### src/rtl/rtc_read_sequencer_pkg.sv
// Shared types and tables for the RTC read sequencer: FSM states, the nine-field
// register map, and the field codes presented alongside each digit pair.
package rtc_read_sequencer_pkg;

  typedef enum logic [2:0] {
    IDLE,
    ADDR,
    WAIT,
    CAPTURE,
    PRESENT,
    DONE
  } state_t;

  localparam int          DEF_WAIT_CYC = 4;
  localparam int          DEF_HOLD_CYC = 2;
  localparam logic [3:0]  LAST_IDX     = 4'd8;
  localparam logic [4:0]  NO_FIELD     = 5'b11111;

  // Entry 0 is the rightmost element: seg, min, hora, dia, mes, an, seg_Ti, min_Ti, Ho_Ti.
  localparam logic [8:0][7:0] ADDR_TBL = {
    8'h43, 8'h42, 8'h41, 8'h26, 8'h25, 8'h24, 8'h23, 8'h22, 8'h21
  };

  localparam logic [8:0][4:0] CODE_TBL = {
    5'b00000, 5'b10000, 5'b01110, 5'b01100, 5'b01010,
    5'b01000, 5'b00110, 5'b00100, 5'b00010
  };

  function automatic logic nibble_bad(input logic [3:0] n);
    return n > 4'd9;
  endfunction

endpackage

### src/rtl/rtc_bcd_split.sv
// Captures one packed-BCD byte from the RTC bus and splits it into tens/units
// digits; flags a non-decimal nibble while the pair is being presented.
module rtc_bcd_split
  import rtc_read_sequencer_pkg::*;
(
  input  logic       clk,
  input  logic       rst,
  input  logic       load,
  input  logic       present,
  input  logic [7:0] byte_in,
  output logic [3:0] dig_unit,
  output logic [3:0] dig_dec,
  output logic       bcd_err
);

  // Digits hold their last captured value between fields.
  always_ff @(posedge clk or negedge rst) begin
    if (!rst) begin
      dig_unit <= 4'd0;
      dig_dec  <= 4'd0;
    end else if (load) begin
      dig_unit <= byte_in[3:0];
      dig_dec  <= byte_in[7:4];
    end
  end

  assign bcd_err = present && (nibble_bad(dig_unit) || nibble_bad(dig_dec));

endmodule

### src/rtl/rtc_read_sequencer.sv
// Walks the nine RTC time/timer registers: address + read strobe, wait for the bus,
// capture the byte, then present the digit pair with its field code.
module rtc_read_sequencer
  import rtc_read_sequencer_pkg::*;
#(
  parameter int WAIT_CYC = DEF_WAIT_CYC,
  parameter int HOLD_CYC = DEF_HOLD_CYC
) (
  input  logic       clk,
  input  logic       rst,
  input  logic       W_R,
  input  logic       start,
  input  logic [7:0] dato_in,
  output logic [7:0] addr_rtc,
  output logic       rd_en,
  output logic [4:0] cuenta_lectura,
  output logic [3:0] dig_Unit,
  output logic [3:0] dig_Dec,
  output logic       dig_valid,
  output logic       bcd_err,
  output logic       busy,
  output logic       done
);

  localparam logic [3:0] WAIT_LAST = 4'(WAIT_CYC - 1);
  localparam logic [3:0] HOLD_LAST = 4'(HOLD_CYC - 1);

  state_t     state, state_nxt;
  logic [3:0] idx, idx_nxt;
  logic [3:0] cnt;

  // NOTE: state registers use non-blocking assignments so every flop samples
  // pre-edge values; blocking here would create order-dependent simulation.
  always_ff @(posedge clk or negedge rst) begin
    if (!rst) begin
      state <= IDLE;
      idx   <= 4'd0;
      cnt   <= 4'd0;
    end else begin
      state <= state_nxt;
      idx   <= idx_nxt;
      cnt   <= (state_nxt != state || state == IDLE) ? 4'd0 : cnt + 4'd1;
    end
  end

  always_comb begin
    // NOTE: defaults first so every path assigns both signals and no latch is inferred.
    state_nxt = state;
    idx_nxt   = idx;
    case (state)
      IDLE:    if (start && W_R) state_nxt = ADDR;
      ADDR:    state_nxt = WAIT;
      WAIT:    if (cnt == WAIT_LAST) state_nxt = CAPTURE;
      CAPTURE: state_nxt = PRESENT;
      PRESENT: begin
        if (cnt == HOLD_LAST) begin
          if (idx == LAST_IDX) begin
            state_nxt = DONE;
          end else begin
            idx_nxt   = idx + 4'd1;
            state_nxt = ADDR;
          end
        end
      end
      DONE: begin
        state_nxt = IDLE;
        idx_nxt   = 4'd0;
      end
      default: state_nxt = IDLE;
    endcase

    // Leaving read mode abandons the burst silently, overriding any other move.
    if (state != IDLE && !W_R) begin
      state_nxt = IDLE;
      idx_nxt   = 4'd0;
    end
  end

  assign busy           = (state != IDLE);
  assign rd_en          = (state == ADDR);
  assign done           = (state == DONE);
  assign dig_valid      = (state == PRESENT);
  assign cuenta_lectura = dig_valid ? CODE_TBL[idx] : NO_FIELD;
  assign addr_rtc       = (state == ADDR || state == WAIT) ? ADDR_TBL[idx] : 8'h00;

  rtc_bcd_split u_split (
    .clk      (clk),
    .rst      (rst),
    .load     (state == CAPTURE),
    .present  (dig_valid),
    .byte_in  (dato_in),
    .dig_unit (dig_Unit),
    .dig_dec  (dig_Dec),
    .bcd_err  (bcd_err)
  );

endmodule
### config.mk
export PLATFORM = sky130hd
export DESIGN_NAME = rtc_read_sequencer
export DESIGN_NICKNAME = d
export VERILOG_FILES = /design/src/rtl/rtc_read_sequencer_pkg.sv /design/src/rtl/rtc_bcd_split.sv /design/src/rtl/rtc_read_sequencer.sv
export SDC_FILE = /design/constraint.sdc
export NUM_CORES = 1
export LEC_CHECK = 0
export ABC_AREA = 0
export CORE_UTILIZATION = 60
export DETAILED_ROUTE_END_ITERATION = 7
export DONT_BUFFER_PORTS = 1
export PLACE_DENSITY = 0.76
export SYNTH_ARGS = -nofsm -noshare
export SYNTH_HDL_FRONTEND = slang
export SYNTH_SLANG_ARGS = --single-unit
export TNS_END_PERCENT = 20
### constraint.sdc
create_clock -name clk -period 1.7 [get_ports clk]
set_input_delay 0.17 -clock clk [delete_from_list [all_inputs] [get_ports clk]]
set_output_delay 0.17 -clock clk [all_outputs]
set_load 0.01 [all_outputs]
==> results.md, run 1 <==
- WP buf/inv: 0
- Die W: 44.9 um
- CORE AREA: 1730 um^2
- Crit path arrival time: 1.44 ns
- FFs w/ async S/R, synth: 100%
- Nets: 127
- Worst Slack Setup Final: 0.0947 ns
- DP Area: 1130 um^2
- Vias: 772
- RSZ-0062 raised after global routing: false
- Share of the synthesized area in the top cell type: 43.1%
- HPWL Detailed: 1.44 mm
- Final slew viol count: 0
- Final setup fails: 0
- Antenna viol nets, final: 0
- Inst Count DP: 128
- Max stage delay on crit path: 0.49 ns
- Synth area leader: dfrtp_1
- Delay-heaviest family, CP: flip-flops
- Number of placement rows: 15
- Final Core Density: 68.3%
- Startpoint Class: register
- DRC: 0
- Period utilisation layout: 94.4%
- Crit path depth: 4
- Crit path capture type: primary output
- # port buffers: 0
- H-tree levels: 1
- Post-synth EDFFs: 0
- Largest net degree at the start of global routing: 20
- GRT overflow: 0
- Synth Register Bits: 19
- Ordered list of cells on the worst path: xor2_1 > nand2b_1 > nor2b_2 > o21a_1
- Clock Sinks: 19
- First-pass GRT wire length: 2.86 mm
- Min Clock Period, post-route: 1.61 ns
- Pwr Total: 1.09 mW
- Leakage: 0.525 nW
- Initial drt markers: 16
- Diode count: 0
- Layout cells sized above 1: 29.6%
- Mapped Cells: 102
- Status: finished, final reports clean
- Main flop type after synthesis: dfrtp_1
- Crit. Startpoint: state[0]
- Hold Violations, Final: 0
- Starting density of the core: 63.9%
- Hold WS: 0.0247 ns
- Hold Crit Class: in -> reg
- R2R depth: 6
- Routed wire per std cell: 14.0 um
- Top cells by area, synth: dfrtp_1 (43%), mux2_2 (8.2%), ha_1 (6.8%), inv_1 (3.1%), a22o_2 (2.7%)
- Final WL: 1.86 mm
- Initial antenna violation count: 0
- Seq/Total Area, Yosys: 43.1%
- Fin cells: 133
- Pre-CTS setup slack: 0.178 ns
- Mapped Avg Cell Area: 10.8 um^2
- Maximum clock frequency: 0.623 GHz
- I/O pin count: 38
- Final std cell area, no fill: 1180 um^2
- Final Skew: 0.00961 ns
- Peak VDD IR: 0.783 mV
- Slew margin rel.: 44.4%
- Commonest cells in the netlist: dfrtp_1 (19), inv_1 (9), mux2_2 (8)
- Yosys warnings: 0
- Root Buffer: clkbuf_4
- TritonCTS clock tree: done
- Setup Buffers After CTS: 0
- RR Startpoint: idx[1]
- Setup TNS: 0 ns
- CP max-delay cell: dfrtp_2
- Top fanout value on the critical path: 7
- Max Buffers Root-to-Sink: 2
- TritonCTS Buffers: 3
- Layout Area Growth over Synthesis: 6.92%
- Clk slew on worst S/H paths: 0.11 ns
- Die height: 44.9 um
- Vias in the first global route: 688
- Terminus of the critical flop-to-flop path: idx[0]
- Worst EP required: 1.53 ns
- End of the critical path: addr_rtc[2]
- RD Place Congestion: 0.813
- Die footprint: 2010 um^2
- Reg2Reg Setup Slack: 0.17 ns
- Netlist Area Pre-Place: 1100 um^2
- Synth cell types: 29
- First-pass DRT Iterations: 4
- Worst-Skew Late Latency: 0.28 ns
- Vias per inst: 5.80
- Count leader, synth: dfrtp_1
- Gr usage total: 20.3%
- Crit Path Class: reg -> out
- Max-Cap Viols: 0
- Cell Pwr Density: 925 nW/um^2
- Tightest Pin Transition: 0.831 ns
## cell type report
| type | instances | area [um^2] |
|---|---|---|
| multi-input cells | 71 | 569 |
| repair buffers | 5 | 40.0 |
| clock buffers | 4 | 26.3 |
| well taps | 25 | 31.3 |
| inverters | 9 | 33.8 |
| fillers | 145 | 547 |
| flip-flops and latches | 19 | 479 |
## power by group
| group | leakage, nW | total (mW) | switching, mW | internal, mW |
|---|---|---|---|---|
| Sequential | 0.241 | 0.673 | 0.125 | 0.548 |
| Combinational | 0.269 | 0.201 | 0.0962 | 0.105 |
| Clock | 0.0150 | 0.217 | 0.126 | 0.0909 |
## routing by layer
| metal | share of wire (%) | global-route usage (%) | vias up |
|---|---|---|---|
| li1 | - | - | 359 |
| met1 | 45 | 23.7 | 378 |
| met2 | 48 | 37.9 | 33 |
| met3 | 6.3 | 4.00 | 2 |
| met4 | 1.3 | 5.45 | 0 |
| met5 | 0 | 0 | - |
## flip-flops by register name, indices dropped and copies added (netlist names)
signal,count
u_split.dig_dec,4
state,3
cnt,4
u_split.dig_unit,4
idx,4
## logic make-up (layout without fill, tap and decap cells)
kind of cell               after synthesis  count (layout)  share of synthesized area, %
AOI/OAI and AO/OA                       19              19                          12.5
xor gates and xnor gates                 4               4                          3.18
adders and majority gates                6               6                          6.80
buffers and inverters                   14              18                          6.80
DFF                                     19              19                          43.1
muxes                                   11              11                          11.3
other                                    1               3                         0.340
and+or+nand+nor                         28              28                          16.0
## cells in the final DEF (no fill, tap or decap), types with 3 or more instances in the layout
master and instances:
dfrtp_1 16, dfrtp_2 3, clkbuf_4 3, nor2_1 7, ha_1 5, o21ai_0 4
nand3_1 3, a22o_2 3, buf_4 4, mux2_2 8, conb_1 3, nor3_1 5
a21oi_1 4, inv_1 9
## worst min-delay path by stage
stage,start,to,slack [ns],cells past startpoint
finish,dato_in[0],u_split.dig_unit[0],0.02,1
global route,dato_in[6],u_split.dig_dec[2],0.02,1
CTS,dato_in[0],u_split.dig_unit[0],0.02,1
detailed placement,rst,state[1],-0.13,0
global placement,rst,state[1],-0.13,0
floorplan,rst,cnt[0],-0.13,0
## what timing repair did
action / CTS / global route
setup endpoints to repair: 0 / 5
endpoints found under the hold margin: 19 / 0
hold buffers: 1 / 0
resized for setup: 0 / 7
No activity file was read; power rests on OpenSTA's default activity.
==> inputs of run 2 (changes only) <==
CTS_BUF_LIST = sky130_fd_sc_hd__clkbuf_8   (was default)
clock period = 1.8 ns   (was 1.7 ns; I/O delays follow)
==> results.md, run 2 (synthesized netlist as in run 1, its figures left out) <==
- Min Clock Period, post-route: 1.71 ns
- RSZ-0062 raised after global routing: false
- Terminus of the critical flop-to-flop path: idx[0]
- Final std cell area, no fill: 1160 um^2
- Setup Buffers After CTS: 0
- RR Startpoint: idx[0]
- Startpoint Class: register
- Routed wire per std cell: 15.2 um
- R2R depth: 6
- Cell Pwr Density: 950 nW/um^2
- Status: finished, final reports clean
- Die height: 44.9 um
- Reg2Reg Setup Slack: 0.17 ns
- Vias: 766
- Layout Area Growth over Synthesis: 5.10%
- Top fanout value on the critical path: 7
- Setup TNS: 0 ns
- End of the critical path: addr_rtc[2]
- Crit Path Class: reg -> out
- Final WL: 1.97 mm
- Final setup fails: 0
- Max Buffers Root-to-Sink: 2
- CORE AREA: 1730 um^2
- First-pass DRT Iterations: 4
- Initial antenna violation count: 0
- Worst EP required: 1.62 ns
- Crit path arrival time: 1.53 ns
- HPWL Detailed: 1.54 mm
- Final Core Density: 67.2%
- Gr usage total: 21.3%
- Leakage: 0.522 nW
- Root Buffer: clkbuf_8
- Period utilisation layout: 94.7%
- Diode count: 0
- GRT overflow: 0
- First-pass GRT wire length: 2.99 mm
- Vias in the first global route: 690
- TritonCTS Buffers: 3
- Peak VDD IR: 0.739 mV
- DRC: 0
- Number of placement rows: 15
- H-tree levels: 1
- Final slew viol count: 0
- Hold Violations, Final: 0
- Starting density of the core: 63.9%
- DP Area: 1100 um^2
- Largest net degree at the start of global routing: 20
- Maximum clock frequency: 0.586 GHz
- Die W: 44.9 um
- Commonest non-fill, non-tap cells in the layout: dfrtp_1 (18), inv_1 (10), mux2_2 (8)
- Clock Sinks: 19
- Slew margin rel.: 44.7%
- Crit path capture type: primary output
- Final Skew: 0.00464 ns
- Layout cells sized above 1: 23.1%
- I/O pin count: 38
- Tightest Pin Transition: 0.827 ns
- Die footprint: 2010 um^2
- Antenna viol nets, final: 0
- # port buffers: 0
- Hold Crit Class: in -> reg
- Initial drt markers: 11
- Worst-Skew Late Latency: 0.25 ns
- Clk slew on worst S/H paths: 0.07 ns
- Vias per inst: 5.94
- Leading cell type in the layout, fill and taps excluded: dfrtp_1
- Nets: 123
- RD Place Congestion: 0.751
- Crit. Startpoint: state[0]
- TritonCTS clock tree: done
- Max-Cap Viols: 0
[run 2: changes by cell type in the layout (fill, tap and decap cells not counted)]
cell | before | now
a21oi_1 | 4 | 5
clkbuf_1 | 1 | 0
o21ai_0 | 4 | 5
buf_4 | 4 | 0
a21oi_2 | 1 | 0
ha_1 | 5 | 6
inv_1 | 9 | 10
dfrtp_1 | 16 | 18
ha_2 | 1 | 0
dfrtp_2 | 3 | 1
o21ai_1 | 1 | 0
clkbuf_4 | 3 | 0
clkbuf_8 | 0 | 3
[run 2: what timing repair did]
item                                    CTS  global route
endpoints found under the setup margin    0             2
resized for setup                         0             2
hold endpoints to repair                 19             0
hold buffers                              1             0
[run 2: final cells by class]
type / instances / area [um^2]
flip-flops and latches: 19 / 477
clock inverters: 1 / 3.75
repair buffers: 1 / 10.0
multi-input cells: 71 / 563
clock buffers: 3 / 41.3
well taps: 25 / 31.3
inverters: 9 / 33.8
fillers: 153 / 567
[run 2: through the flow]
stage / hold WS [ns] / std cells / power (mW) / setup WS [ns]
floorplan: -0.116 / 104 / 0.781 / 0.273
finish: 0.0748 / 129 / 1.10 / 0.0947
global route: 0.0659 / 129 / 1.16 / 0.0325
global placement: -0.115 / 124 / 0.808 / 0.234
detailed placement: -0.115 / 124 / 0.821 / 0.154
CTS: 0.0732 / 129 / 1.11 / 0.0235
[run 2: routing by layer]
metal | track usage, % | vias up | routed length (um)
met1 | 24.9 | 381 | 875
li1 | - | 350 | -
met5 | 0 | - | 0
met4 | 7.27 | 0 | 12
met2 | 38.2 | 33 | 960
met3 | 5.20 | 2 | 117
[run 2: worst min-delay path by stage]
| stage | from | cells after the start | to | slack [ns] |
|---|---|---|---|---|
| 2_1_floorplan | rst | 0 | cnt[0] | -0.12 |
| 3_3_place_gp | rst | 0 | state[1] | -0.12 |
| 3_5_place_dp | rst | 0 | state[1] | -0.12 |
| 4_1_cts | dato_in[4] | 1 | u_split.dig_dec[0] | 0.07 |
| 5_1_grt | dato_in[2] | 1 | u_split.dig_unit[2] | 0.07 |
| 6_report | dato_in[4] | 1 | u_split.dig_dec[0] | 0.07 |
[run 2: where the power goes]
group          internal [mW]  switching [mW]
clock network          0.151           0.130
registers              0.518           0.119
logic                 0.0928          0.0907
total                  0.762           0.340
[run 2: critical path, cell delays in order, from the launching register on]
cell      delay, ns
dfrtp_1        0.52
xor2_1         0.17
nand2b_1       0.16
nor2b_2        0.22
o21a_1         0.20
